### config.mk
export PLATFORM = sky130hd
export DESIGN_NAME = instruction_fetch_unit
export DESIGN_NICKNAME = d
export VERILOG_FILES = /design/src/rtl/instruction_fetch_unit.sv
export SDC_FILE = /design/constraint.sdc
export NUM_CORES = 1
export LEC_CHECK = 0
export CORE_MARGIN = 2
export CORE_UTILIZATION = 39
export DETAILED_ROUTE_END_ITERATION = 10
export GPL_ROUTABILITY_DRIVEN = 0
export PLACE_DENSITY = 0.66
export SLEW_MARGIN = 10
export SYNTH_ARGS = -nofsm -noshare
export SYNTH_HDL_FRONTEND = slang
export SYNTH_SLANG_ARGS = --single-unit
### constraint.sdc
create_clock -name clk -period 6.2 [get_ports clk]
set_clock_uncertainty 0.2 [all_clocks]
set_input_delay 1.24 -clock clk [delete_from_list [all_inputs] [get_ports clk]]
set_output_delay 1.24 -clock clk [all_outputs]
set_load 0.1 [all_outputs]
### src/rtl/instruction_fetch_unit.sv
// instruction_fetch_unit: drives the fetch PC to instruction memory and queues returned words for decode.
module instruction_fetch_unit #(
    parameter logic [31:0] RESET_PC    = 32'h0000_0000,
    parameter int          QUEUE_DEPTH = 2
) (
    input  logic        clk,
    input  logic        reset,
    input  logic        fetch_enable,
    output logic [31:0] imem_pc,
    input  logic [31:0] imem_instruction,
    input  logic        redirect_valid,
    input  logic [31:0] redirect_pc,
    output logic        out_valid,
    input  logic        out_ready,
    output logic [31:0] out_instruction,
    output logic [31:0] out_pc
);
    localparam int PW = $clog2(QUEUE_DEPTH);
    logic [31:0] fetch_pc;
    logic [31:0] pc_q  [QUEUE_DEPTH];
    logic [31:0] ins_q [QUEUE_DEPTH];
    logic [PW-1:0] rd_ptr, wr_ptr;
    logic [PW:0] count;
    logic deq, enq;
    assign imem_pc = fetch_pc;
    assign out_valid = count != '0;
    assign out_instruction = out_valid ? ins_q[rd_ptr] : 32'h0000_0013;
    assign out_pc = out_valid ? pc_q[rd_ptr] : 32'h0;
    assign deq = out_valid & out_ready;
    // count can only reach QUEUE_DEPTH (a power of two) when its top bit is set
    assign enq = fetch_enable & ~redirect_valid & (~count[PW] | deq);
    always_ff @(posedge clk) begin
        if (enq) begin
            pc_q[wr_ptr] <= fetch_pc;
            ins_q[wr_ptr] <= imem_instruction;
        end
    end
    always_ff @(posedge clk) begin
        if (reset) begin
            fetch_pc <= RESET_PC;
            rd_ptr <= '0;
            wr_ptr <= '0;
            count <= '0;
        end else if (redirect_valid) begin
            fetch_pc <= redirect_pc & ~32'h3;
            rd_ptr <= '0;
            wr_ptr <= '0;
            count <= '0;
        end else begin
            if (enq) begin
                wr_ptr <= wr_ptr + PW'(1);
                fetch_pc <= fetch_pc + 32'd4;
            end
            if (deq) rd_ptr <= rd_ptr + PW'(1);
            count <= count + {{PW{1'b0}}, enq} - {{PW{1'b0}}, deq};
        end
    end
endmodule

* After elaboration in Yosys (flattened, before gate mapping) *
Memory sizes are Yosys's and may differ from the RTL's. A register that Yosys moved wholly into a read port is not among the register bits.
Cells that the tools add are included.

cells by class
  add/subtract/negate cells = 5
  reductions and logical operators = 3
  multiplexer cells = 10
  bitwise operators = 6

operators by type and width
  operator                 number
  $mux W32                 4
  $add A32 B3 Y32 const B  1
  $mux W1                  6
  $reduce_bool A2 Y1       2
  $and A1 B1 Y1            3
  $add A1 B1 Y1 const B    2
  $add A2 B1 Y2            1
  $not A1 Y1               2
  $reduce_or A2 Y1         1
  $sub A2 B1 Y2            1
  $or A1 B1 Y1             1

storage, ports and cells
  memories kept = 2
  logic and storage cells = 31
  input bits = 69
  bits in writable memories = 128
  bits in registers = 36
  output and inout port bits = 97

memory list
  memory  words  bits a word  read ports  clocked after Yosys merged registers in  wr ports  line  RTL
  ins_q   2      32           1           1                                        1         21    logic [31:0] ins_q [QUEUE_DEPTH];
  pc_q    2      32           1           1                                        1         20    logic [31:0] pc_q [QUEUE_DEPTH];

* Depth between registers and ports, before layout *
Gate-level depths: netlist (run 1).

  word-level depth = 6
  depth in mapped cells = 8
  depth with buffers taken out = 8

* Worst setup path after synthesis (run 1) *
No wires, ideal clock.

  path type = in2reg
  start = input port fetch_enable
  end = memory ins_q[0][0] (enable)
  arrival time = 4.489 ns
  stages = 5
  data required time = 5.518 ns
  library setup time = 0.482 ns
  buffers on the path = 2
  path slack = 1.029 ns
  cell sequence = buf_2 -> nor2b_1 -> nand2_1 -> clkbuf_1 -> nor2_1

between the ends
  longest elaborated chain between the ends = 4

ends and longest elaborated chain
  element                        line  RTL
  from (decl)                    8     input logic fetch_enable,
  $and A1 B1 Y1 (2 in a row)     31    assign enq = fetch_enable & ~redirect_valid & (~count[PW] | deq);
  $mux W1                        33    if (enq) begin
  $mux W1 (implied by the code)  35    ins_q[wr_ptr] <= imem_instruction;
  to (decl)                      21

No other way between the ends.

==> impl_metrics.py, run 1 <==
metrics = {
    "grt": {
        "busiest_layer": "met2",
        "grtUsageMet3": 0.04340,
        "grt_max_degree": 63,
        "antenna_found_initial": 0,
        "use_met2": 0.2679,
        "grt_pass1_wl_um": 23890,
        "first_global_vias": 4503,
        "grtUsageMet1": 0.2314,
        "grt_overflow": 0,
        "grtUsageTotal": 0.1707,
    },
    "synthesis": {
        "ys_seq_area_frac": 0.6593,
        "synth.avg_cell_area_um2": 12.68,
        "ys_warn_count": 0,
        "yosysUniqueCellTypes": 48,
        "synth_cells": 529,
        "synth-main-ff-cell": "edfxtp_1",
        "ys_seq_elements": 159,
        "synth-edff-count": 124,
        "netlist_area_mm2": 0.006710,
        "synth-async-reset-ratio": 0,
    },
    "timing": {
        "min_period_ns": 4.501,
        "fmax_ghz": 0.2222,
        "finalSetupViolCount": 0,
        "tightest_slew_ns": 1.116,
        "relSlewSlack": 0.2558,
        "finalMaxSlewViolations": 0,
        "finalCritPeriodShare": 0.7259,
        "finalSetupTns_ns": 0,
        "rsz0062_at_grt": "no",
        "hold_violations": 0,
    },
    "clock_tree": {
        "cts_tree": "done",
        "cts_made_buffers": 17,
        "clk_latency_ns": 0.41,
        "clock-root-buffer": "clkbuf_16",
        "clk_path_buf_depth": 2,
        "cts_sinks": 159,
        "cts-hold-fix-buffers": 0,
        "post_cts_resized": 0,
        "cts-htree-levels": 4,
        "clk_pin_slew_ns": 0.06,
        "post-cts-setup-buffers": 0,
    },
    "run": {
        "cap_viol_max_count": 0,
    },
    "layout": {
        "post-route-cell-area_mm2": 0.009065,
        "ff_latch_area_mm2": 0.004428,
        "area_delta_synth_final_pct": 35.09,
        "final_cell_count_no_fill": 916,
        "nets": 754,
        "final_cell_mix": "clkdlybuf4s50_1 (159), edfxtp_1 (124), nor2_1 (72)",
        "nFillCells": 1420,
        "final_layout_size_suffix_gt1_frac": 0.05891,
        "multi_input_area_mm2": 0.002147,
        "layout_commonest_cell": "clkdlybuf4s50_1",
        "antenna_cells": 0,
    },
    "floorplanning": {
        "coreArea_mm2": 0.01670,
        "initial_utilization": 0.4018,
        "die_y_um": 135.2,
        "die_x_um": 135.2,
        "row_count": 47,
        "die-area_mm2": 0.01827,
        "pin_count": 166,
    },
    "routing": {
        "drt-wirelength-per-cell_um": 16.87,
        "drtIter0Drc": 248,
        "firstDrtPassIters": 5,
        "viasPerCell": 5.091,
        "postRouteWirelength_um": 15460,
        "vias": 4663,
        "drc": 0,
        "ant_nets": 0,
    },
    "power": {
        "power_leakage_uw": 0.002905,
        "p_seq_frac": 0.478,
        "ir_worst_vdd_v": 0.0001882,
        "clkPwrFrac": 0.369,
        "p_per_area_mw_per_mm2": 282.7,
        "power_frac_comb": 0.153,
        "switching_power_uw": 703.2,
        "p_int_uw": 1859,
        "switching_share": 0.2744,
    },
    "critical_path": {
        "start_kind": "register",
        "cp.arrival_ns": 3.06,
        "worst_ep_required_time_ns": 4.76,
        "end_kind": "output pin",
        "crit_fanout": 62,
        "path_class": "reg2out",
    },
    "placed_design": {
        "place_area_mm2": 0.008522,
        "dp.cells": 884,
        "hpwl_um": 10200,
        "io_buffers": 159,
    },
    "worst_hold_path": {
        "hold_path.class": "reg2reg",
    },
    "outcome": {
        "run_status": "complete, no violations",
    },
}
==> registers in the layout (all words and copies together), names as in the netlist, named ones only <==
| register | flops |
|---|---|
| wr_ptr | 1 |
| rd_ptr | 1 |
| ins_q | 64 |
| pc_q | 60 |
| imem_pc | 30 |
| count | 2 |
==> worst paths after layout <==
path / startpoint / endpoint / slack, ns / depth (start not counted)
min reg2reg: imem_pc[6] / pc_q[0][6] / 0.34 / 0
min: imem_pc[6] / pc_q[0][6] / 0.34 / 0
max reg2reg: count[1] / ins_q[1][5] / 3.73 / 3
max: register / out_pc[15] / 1.70 / 3
==> cells by family after synthesis <==
group           after synthesis  synth area share
simple gates                182            0.1294
compound gates               63           0.06135
fa+ha+maj                     2          0.003729
flops                       159            0.6593
buf+inv                      39           0.02480
other cells                   1         0.0005589
mux                          63           0.09472
xor+xnor                     20           0.02611
==> metal layers <==
metal,vias to the layer above,wire length [um]
met5,-,0
met4,0,254
met3,24,1072
met2,164,7212
met1,2222,6917
li1,2253,-
==> final cells by class <==
cell class | count | area share
sequential | 159 | 0.4885
timing repair buffer | 165 | 0.1819
clock buffer | 21 | 0.04969
inverter | 6 | 0.002484
multi-input combinational | 334 | 0.2369
tap | 220 | 0.03037
clock inverter | 11 | 0.01021
==> metrics by stage <==
stage / hold slack [ns] / utilization / setup WS [ns] / total power, uW
floorplan: 0.3200 / - / 1.029 / 1514
global placement: 0.3252 / 0.5103 / 2.134 / 1635
detailed placement: 0.3269 / 0.5103 / 2.105 / 1641
CTS: 0.3356 / 0.5428 / 1.652 / 2589
global route: 0.3498 / 0.5428 / 1.579 / 2658
finish: 0.3363 / 0.5428 / 1.699 / 2562
==> synth_stat cells, drive strengths merged, types with 2 or more instances <==
cell type,number,area share
edfxtp,124,0.55
nor2,74,0.041
mux2i,62,0.092
nand2,39,0.022
dfxtp,35,0.10
clkbuf,22,0.012
a21oi,20,0.015
nand4,14,0.015
xnor2,13,0.017
and2,12,0.011
buf,11,0.0091
nor3,9,0.0067
a31oi,8,0.0075
and3,8,0.0075
nand3,8,0.0060
o21ai,8,0.0060
xor2,7,0.0091
a211oi,6,0.0067
nor4,6,0.0056
inv,5,0.0028
and4,4,0.0056
o31a,4,0.0052
o22ai,3,0.0028
o311ai,3,0.0039
a21o,2,0.0022
a311oi,2,0.0026
ha,2,0.0037
o211ai,2,0.0022
or4,2,0.0022
==> worst max-delay path: stages (launching register included) <==
cell	delay [ns]
dfxtp_4	1.09
mux2i_1	0.21
nor2_1	0.15
clkdlybuf4s50_1	1.18
==> power groups by stage <==
stage | registers [uW] | logic (uW) | clock network [uW]
6_report | 1220 | 392 | 945
5_1_grt | 1230 | 408 | 1020
4_1_cts | 1220 | 395 | 970
3_5_place_dp | 1250 | 394 | 0
3_3_place_gp | 1240 | 390 | 0
2_1_floorplan | 1320 | 192 | 0
Note: power is estimated with default switching activity, not from simulation.
==> run 2, diff against run 1 <==
==> constraint.sdc (replaced) <==
create_clock -name clk -period 4.2 [get_ports clk]
set_clock_uncertainty 0.2 [all_clocks]
set_input_delay 0.84 -clock clk [delete_from_list [all_inputs] [get_ports clk]]
set_output_delay 0.84 -clock clk [all_outputs]
set_load 0.1 [all_outputs]
==> run 2 against run 1 <==
Against the previous run:
- first-iteration DRC count is 13% lower
- global-route usage rose by 0.35 points
- via count rose by 0.11%
- register-to-register slack got worse by 1.9 ns
- cell area fell by 0.86%
- non-clock buffer count increased by 4
- clock power is 57% higher
- die area did not move
- sequential cell count unchanged
- worst hold slack about the same
- critical endpoint is now imem_pc[14]
- largest cell class unchanged
==> impl_metrics.py, run 2 (synthesis gave the netlist of run 1 again) <==
metrics = {
    "critical_path": {
        "worst_ep_required_time_ns": 3.16,
        "worst-path-buf-inv": 1,
        "path_class": "reg2out",
        "cp.arrival_ns": 2.19,
        "slowest_delay_ns": 1.22,
        "path_cells": "clkdlybuf4s50_1",
        "crit_fanout": 10,
        "path_delay_family": "buffers and inverters",
        "slowest_stage": "clkdlybuf4s50_1",
        "end_kind": "output pin",
        "start_kind": "register",
    },
    "placed_design": {
        "hpwl_um": 10790,
        "io_buffers": 159,
        "place_area_mm2": 0.008419,
        "dp.cells": 888,
    },
    "power": {
        "p_per_area_mw_per_mm2": 430.5,
        "power_leakage_uw": 0.003073,
        "ir_worst_vdd_v": 0.0003037,
    },
    "grt": {
        "antenna_found_initial": 0,
        "grt_pass1_wl_um": 24510,
        "first_global_vias": 4588,
        "grtUsageTotal": 0.1742,
        "grt_max_degree": 63,
        "grt_overflow": 0,
    },
    "layout": {
        "regMostFlops": "ins_q",
        "nets": 758,
        "nFillCells": 1408,
        "area_delta_synth_final_pct": 33.94,
        "final_layout_size_suffix_gt1_frac": 0.1514,
        "largest_reg_flops": 64,
        "layout_commonest_cell": "edfxtp_1",
        "antenna_cells": 0,
        "final_cell_mix": "edfxtp_1 (124), clkdlybuf4s50_1 (96), nor2_1 (72)",
        "post-route-cell-area_mm2": 0.008987,
        "final_cell_count_no_fill": 920,
    },
    "timing": {
        "finalCritPeriodShare": 0.7692,
        "finalSetupViolCount": 0,
        "relSlewSlack": 0.3252,
        "min_period_ns": 3.231,
        "hold_violations": 0,
        "finalSetupTns_ns": 0,
        "finalMaxSlewViolations": 0,
        "tightest_slew_ns": 1.009,
        "fmax_ghz": 0.3095,
        "rsz0062_at_grt": "no",
    },
    "outcome": {
        "run_status": "complete, no violations",
    },
    "floorplanning": {
        "pin_count": 166,
        "die-area_mm2": 0.01827,
        "coreArea_mm2": 0.01670,
        "row_count": 47,
        "die_y_um": 135.2,
        "initial_utilization": 0.4018,
        "die_x_um": 135.2,
    },
    "routing": {
        "wl_met1_um": 7071,
        "routed-wl-met3_um": 1110,
        "wl_met2_um": 7524,
        "drtIter0Drc": 215,
        "drt-wirelength-per-cell_um": 17.13,
        "ant_nets": 0,
        "routed.top_layer": "met4",
        "vias": 4668,
        "postRouteWirelength_um": 15760,
        "firstDrtPassIters": 4,
        "drc": 0,
        "viasPerCell": 5.074,
    },
    "clock_tree": {
        "cts_sinks": 159,
        "cts-htree-levels": 4,
        "post_cts_resized": 0,
        "cts_tree": "done",
        "clock-root-buffer": "clkbuf_16",
        "clk_path_buf_depth": 2,
        "post-cts-setup-buffers": 0,
        "clk_pin_slew_ns": 0.06,
        "clk_latency_ns": 0.42,
        "cts-hold-fix-buffers": 0,
        "cts_made_buffers": 17,
    },
    "run": {
        "cap_viol_max_count": 0,
    },
    "worst_hold_path": {
        "hold_path.class": "reg2reg",
    },
}
run 2: worst paths after layout:
check,start,endpoint,slack (ns),cells after the start
setup / recovery,imem_pc[14],imem_pc[14],0.97,1
hold / removal,imem_pc[7],pc_q[0][7],0.34,0
hold reg to reg,imem_pc[7],pc_q[0][7],0.34,0
setup reg to reg,imem_pc[3],imem_pc[20],1.80,6
run 2: layout make-up:
cell class	instances	area, um^2	area share
clock buffer	23	447.9	0.04984
clock inverter	9	120.1	0.01336
inverter	6	22.52	0.002506
multi-input combinational	334	2147	0.2389
sequential	159	4428	0.4927
tap	220	275.3	0.03063
timing repair buffer	169	1546	0.1721
run 2: report_power, final:
part | total (uW) | internal (uW) | switching, uW
clock | 1480 | 927 | 557
sequential | 1800 | 1760 | 48.7
combinational | 580 | 161 | 419
total | 3870 | 2840 | 1020
run 2: routing by layer:
metal,GRT usage,up-vias
met1,0.2386,2235
met5,0,-
li1,-,2272
met4,0.05498,0
met2,0.2755,153
met3,0.04190,8
run 2: per-stage QoR:
stage               utilization  power [uW]  setup slack, ns  hold slack [ns]
floorplan                     -        2234           0.4674           0.3200
global placement         0.5041        2411           0.8398           0.3215
detailed placement       0.5041        2420           0.7702           0.3278
CTS                      0.5381        3907           0.9395           0.3370
global route             0.5381        4002           0.9077           0.3476
finish                   0.5381        3869           0.9695           0.3363
==> run 3, diff against run 2 <==
==> constraint.sdc (replaced) <==
create_clock -name clk -period 3 [get_ports clk]
set_clock_uncertainty 0.2 [all_clocks]
set_input_delay 0.6 -clock clk [delete_from_list [all_inputs] [get_ports clk]]
set_output_delay 0.6 -clock clk [all_outputs]
set_load 0.1 [all_outputs]
==> run 3 against run 2 <==
Against the previous run:
- wire length rose by 0.21%
- via count rose by 2.9%
- register-to-register slack got worse by 1.2 ns
- cell area rose by 7.7%
- utilization rose by 4.1 points
- non-clock buffer count rose by 6
- clock-buffer cell count fell by 6
- highest routed layer unchanged
- critical endpoint is now out_pc[15]
- sequential power rose by 41%
- global-route usage rose by 0.31 points
- critical path depth rose by 3
- setup slack got worse by 0.62 ns
- final cell count rose by 0.65%
==> impl_metrics.py, run 3 (synthesis gave the netlist of run 1 again) <==
metrics = {
    "routing": {
        "vias": 4804,
        "drt-wirelength-per-cell_um": 17.05,
        "firstDrtPassIters": 4,
        "drtIter0Drc": 282,
        "drc": 0,
        "ant_nets": 0,
        "postRouteWirelength_um": 15790,
        "viasPerCell": 5.188,
    },
    "power": {
        "ir_worst_vdd_v": 0.0004167,
        "p_per_area_mw_per_mm2": 574.6,
        "power_uw": 5562,
        "power_leakage_uw": 0.003284,
    },
    "worst_hold_path": {
        "min_from": "imem_pc[7]",
        "whs_path_depth": 0,
        "hold_path.class": "reg2reg",
        "min_to": "pc_q[1][7]",
    },
    "run": {
        "cap_viol_max_count": 0,
    },
    "timing": {
        "finalSetupTns_ns": 0,
        "finalCritPeriodShare": 0.8835,
        "tightest_slew_ns": 0.5045,
        "finalSetupViolCount": 0,
        "hold_violations": 0,
        "min_period_ns": 2.650,
        "fmax_ghz": 0.3773,
        "rsz0062_at_grt": "no",
        "finalMaxSlewViolations": 0,
        "worst_slack_ns": 0.3496,
        "relSlewSlack": 0.6626,
    },
    "layout": {
        "nets": 764,
        "nFillCells": 1372,
        "final_cell_count_no_fill": 926,
        "regMostFlops": "ins_q",
        "final_layout_size_suffix_gt1_frac": 0.2932,
        "largest_reg_flops": 64,
        "post-route-cell-area_mm2": 0.009679,
        "area_delta_synth_final_pct": 44.25,
        "antenna_cells": 0,
        "layout_commonest_cell": "edfxtp_1",
        "final_cell_mix": "edfxtp_1 (124), clkdlybuf4s50_1 (66), mux2i_1 (62), buf_4 (62), nor2_2 (57)",
    },
    "critical_path": {
        "reg2reg_from": "imem_pc[3]",
        "reg2reg_slack_ns": 0.61,
        "cp.arrival_ns": 1.85,
        "worst_ep_required_time_ns": 2.20,
        "crit_fanout": 27,
        "path_class": "reg2out",
        "end_kind": "output pin",
        "r2r_end": "imem_pc[20]",
        "start_kind": "register",
        "reg2reg_depth": 6,
    },
    "floorplanning": {
        "coreArea_mm2": 0.01670,
        "die_x_um": 135.2,
        "initial_utilization": 0.4018,
        "pin_count": 166,
        "row_count": 47,
        "die-area_mm2": 0.01827,
        "die_y_um": 135.2,
    },
    "grt": {
        "grtUsageMet1": 0.2330,
        "grt_max_degree": 63,
        "grt_pass1_wl_um": 24900,
        "grtUsageTotal": 0.1773,
        "grtUsageMet3": 0.04415,
        "busiest_layer": "met2",
        "use_met2": 0.2874,
        "grt_overflow": 0,
        "first_global_vias": 4820,
        "antenna_found_initial": 0,
    },
    "clock_tree": {
        "cts_sinks": 159,
        "clk_pin_slew_ns": 0.06,
        "cts-hold-fix-buffers": 0,
        "cts_made_buffers": 17,
        "cts-htree-levels": 4,
        "clk_path_buf_depth": 2,
        "cts_tree": "done",
        "clk_latency_ns": 0.42,
        "post_cts_resized": 0,
        "clock-root-buffer": "clkbuf_16",
        "post-cts-setup-buffers": 0,
    },
    "placed_design": {
        "hpwl_um": 11060,
        "io_buffers": 159,
        "pre_cts_slack_ns": 0.2859,
        "dp.cells": 894,
        "place_area_mm2": 0.009082,
    },
    "outcome": {
        "run_status": "complete, no violations",
    },
}
-- run 3: changes by cell type in the layout (fill, tap and decap cells not counted) --
| cell | change |
|---|---|
| nor2_2 | +57 |
| clkinv_2 | -2 |
| clkbuf_1 | -6 |
| buf_4 | -8 |
| inv_8 | +2 |
| clkdlybuf4s50_1 | -30 |
| clkinv_4 | +1 |
| clkinvlp_4 | +2 |
| buf_12 | +44 |
| inv_6 | +6 |
| nor2_1 | -57 |
| clkinv_1 | -2 |
| bufinv_16 | -1 |
-- run 3: worst max-delay path by stage --
stage                  endpoint          from  slack (ns)  cells after the start
floorplan           imem_pc[20]    imem_pc[2]        0.14                      6
global placement    imem_pc[20]  fetch_enable        0.30                      6
detailed placement  imem_pc[20]  fetch_enable        0.29                      6
CTS                  out_pc[18]      register        0.31                      4
global route         out_pc[18]      register        0.19                      4
finish               out_pc[15]      register        0.35                      4
-- run 3: critical path, stage by stage (launching register included) --
cell,delay [ns]
dfxtp_4,0.58
buf_12,0.27
mux2i_1,0.25
nor2_2,0.05
buf_4,0.25
-- run 3: report_power, final --
part / internal (uW) / switching [uW] / total (uW)
clock: 1250 / 896 / 2150
sequential: 2460 / 71.4 / 2530
combinational: 277 / 611 / 888
total: 3980 / 1580 / 5560
-- run 3: cell type report --
cell class	instances	area, um^2	area share
sequential	159	4428	0.4575
multi-input combinational	334	2290	0.2366
timing repair buffer	175	2067	0.2135
clock buffer	17	425.4	0.04395
tap	220	275.3	0.02844
clock inverter	15	171.4	0.01771
inverter	6	22.52	0.002327
-- run 3: layer usage --
layer / share of wire / wire [um]
met1: 0.43 / 6801
met2: 0.47 / 7494
met3: 0.077 / 1215
met4: 0.018 / 278
met5: 0 / 0
-- run 3: stage by stage --
step	hold WS [ns]	util
after floorplan	0.3200	-
after global placement	0.3332	0.5438
final	0.3357	0.5796
after CTS	0.3369	0.5796
after global routing	0.3461	0.5796
after detailed placement	0.3268	0.5438
==> patch, RTL diff (flow settings as in run 3) <==
Change the parameter `QUEUE_DEPTH` from 2 to 4.
--- a/src/rtl/instruction_fetch_unit.sv
+++ b/src/rtl/instruction_fetch_unit.sv
@@ -1,7 +1,7 @@
 // instruction_fetch_unit: drives the fetch PC to instruction memory and queues returned words for decode.
 module instruction_fetch_unit #(
     parameter logic [31:0] RESET_PC    = 32'h0000_0000,
-    parameter int          QUEUE_DEPTH = 2
+    parameter int          QUEUE_DEPTH = 4
 ) (
     input  logic        clk,
     input  logic        reset,
Check against the original RTL: not equivalent (a bounded check fails within 4 cycles, from zero or initial values and one cycle with reset high).
==> patch against run 3 <==
  * Sequential cell count increased by 128
  * Synthesized area grew 74%
  * Wire length rose by 70%
  * Final area increased by 63%
  * Fmax decreased by 9.6%
  * Setup slack got worse by 0.28 ns
  * Cell count increased by 41%
  * Total power grew 72%
==> patch: results <==
group,metric,value,unit
route,drtIter0Drc,474,
route,post_drt_wl_per_cell,20.51,µm
yosys,yosys-top-cells-count,"edfxtp_1, and2_1, mux4_2, dfxtp_1, nor2_1",
setup_path,r2r_slack,0.49,ns
global_route,grt_util_met1,0.2400,
setup_path,ff2ff_path_depth,10,
global_route,grt_max_degree,62,
yosys,synth-edff-count,248,
run_status,outcome,"finished, final reports clean",
global_route,first_global_vias,7011,
sta,period_share,0.9769,
setup_path,cpMaxStageDelayCell,"mux4_2",
route,wl_met3,1821,µm
setup_path,endpoint,"out_pc[26]",
setup_path,crit_family,"multiplexers",
route,routed_via_density,5.273,
placement,dp_hpwl,16930,µm
final_layout,fin_cells,1309,
clock_tree,cts.path.max_buffers,3,
placement,place_ws,-0.03221,ns
global_route,use_met3,0.03093,
setup_path,rr_endpoint,"count[2]",
global_route,grtUsageTotal,0.1713,
clock_tree,clk_latency,0.55,ns
power_and_ir_drop,peakVddDrop,388.4,µV
global_route,grt_pass1_wl,40730,µm
setup_path,cpPeakStageDelay,0.49,ns
setup_path,reg2reg_from,"count[1]",
==> patch: cell count changes after synthesis, moves of 8 or more <==
cell      before  now
a311oi_1       2   13
nand3_1        8   20
nand2_1       39   15
o31ai_1        0    9
mux4_2         0   62
edfxtp_1     124  248
and2_1        12   67
nor2_1        74   34
a21oi_1       19    5
inv_1          5   13
mux2i_1       62    0
==> patch: power by group <==
group | switching [mW] | leakage [nW] | internal [mW]
combinational | 1.11 | 2.25 | 0.601
sequential | 0.0827 | 2.58 | 4.45
clock | 1.42 | 0.429 | 1.90
total | 2.61 | 5.26 | 6.95
==> patch: worst register-to-register path, stage by stage (launching register included) <==
cell and delay [ns]:
dfxtp_1 0.34, nor3_1 0.33, inv_2 0.10, and2_1 0.20, ha_1 0.29, inv_1 0.04
ha_1 0.19, fa_1 0.39, xnor2_1 0.17, xnor2_1 0.13, nor2_1 0.05
==> patch: stage by stage <==
stage / util / area (µm²)
global route: 0.5338 / 15780
detailed placement: 0.4959 / 14660
finish: 0.5338 / 15780
floorplan: - / 11700
CTS: 0.5299 / 15660
global placement: 0.4959 / 14660
==> patch: kinds of logic (layout without fill, tap and decap cells) <==
family	Yosys count	in the layout
flops	287	287
simple gates	206	206
mux	62	62
buf+inv	57	283
compound gates	55	55
xor+xnor	13	13
fa+ha+maj	8	8
other cells	1	5
==> patch: layout make-up <==
type,count,area share
Antenna cell,1,0.0001586
Clock buffer,42,0.05241
Clock inverter,12,0.003172
Inverter,13,0.003092
Multi-Input combinational cell,348,0.2062
Sequential cell,287,0.5219
Tap cell,390,0.03092
Timing Repair Buffer,216,0.1822
==> patch: what timing repair did <==
item | in CTS | in global routing
pin swaps | 0 | 0
setup buffers | 5 | 0
hold endpoints to repair | 0 | 0
gates resized for setup | 9 | 12
setup endpoints to repair | 53 | 21
cloned | 1 | 3
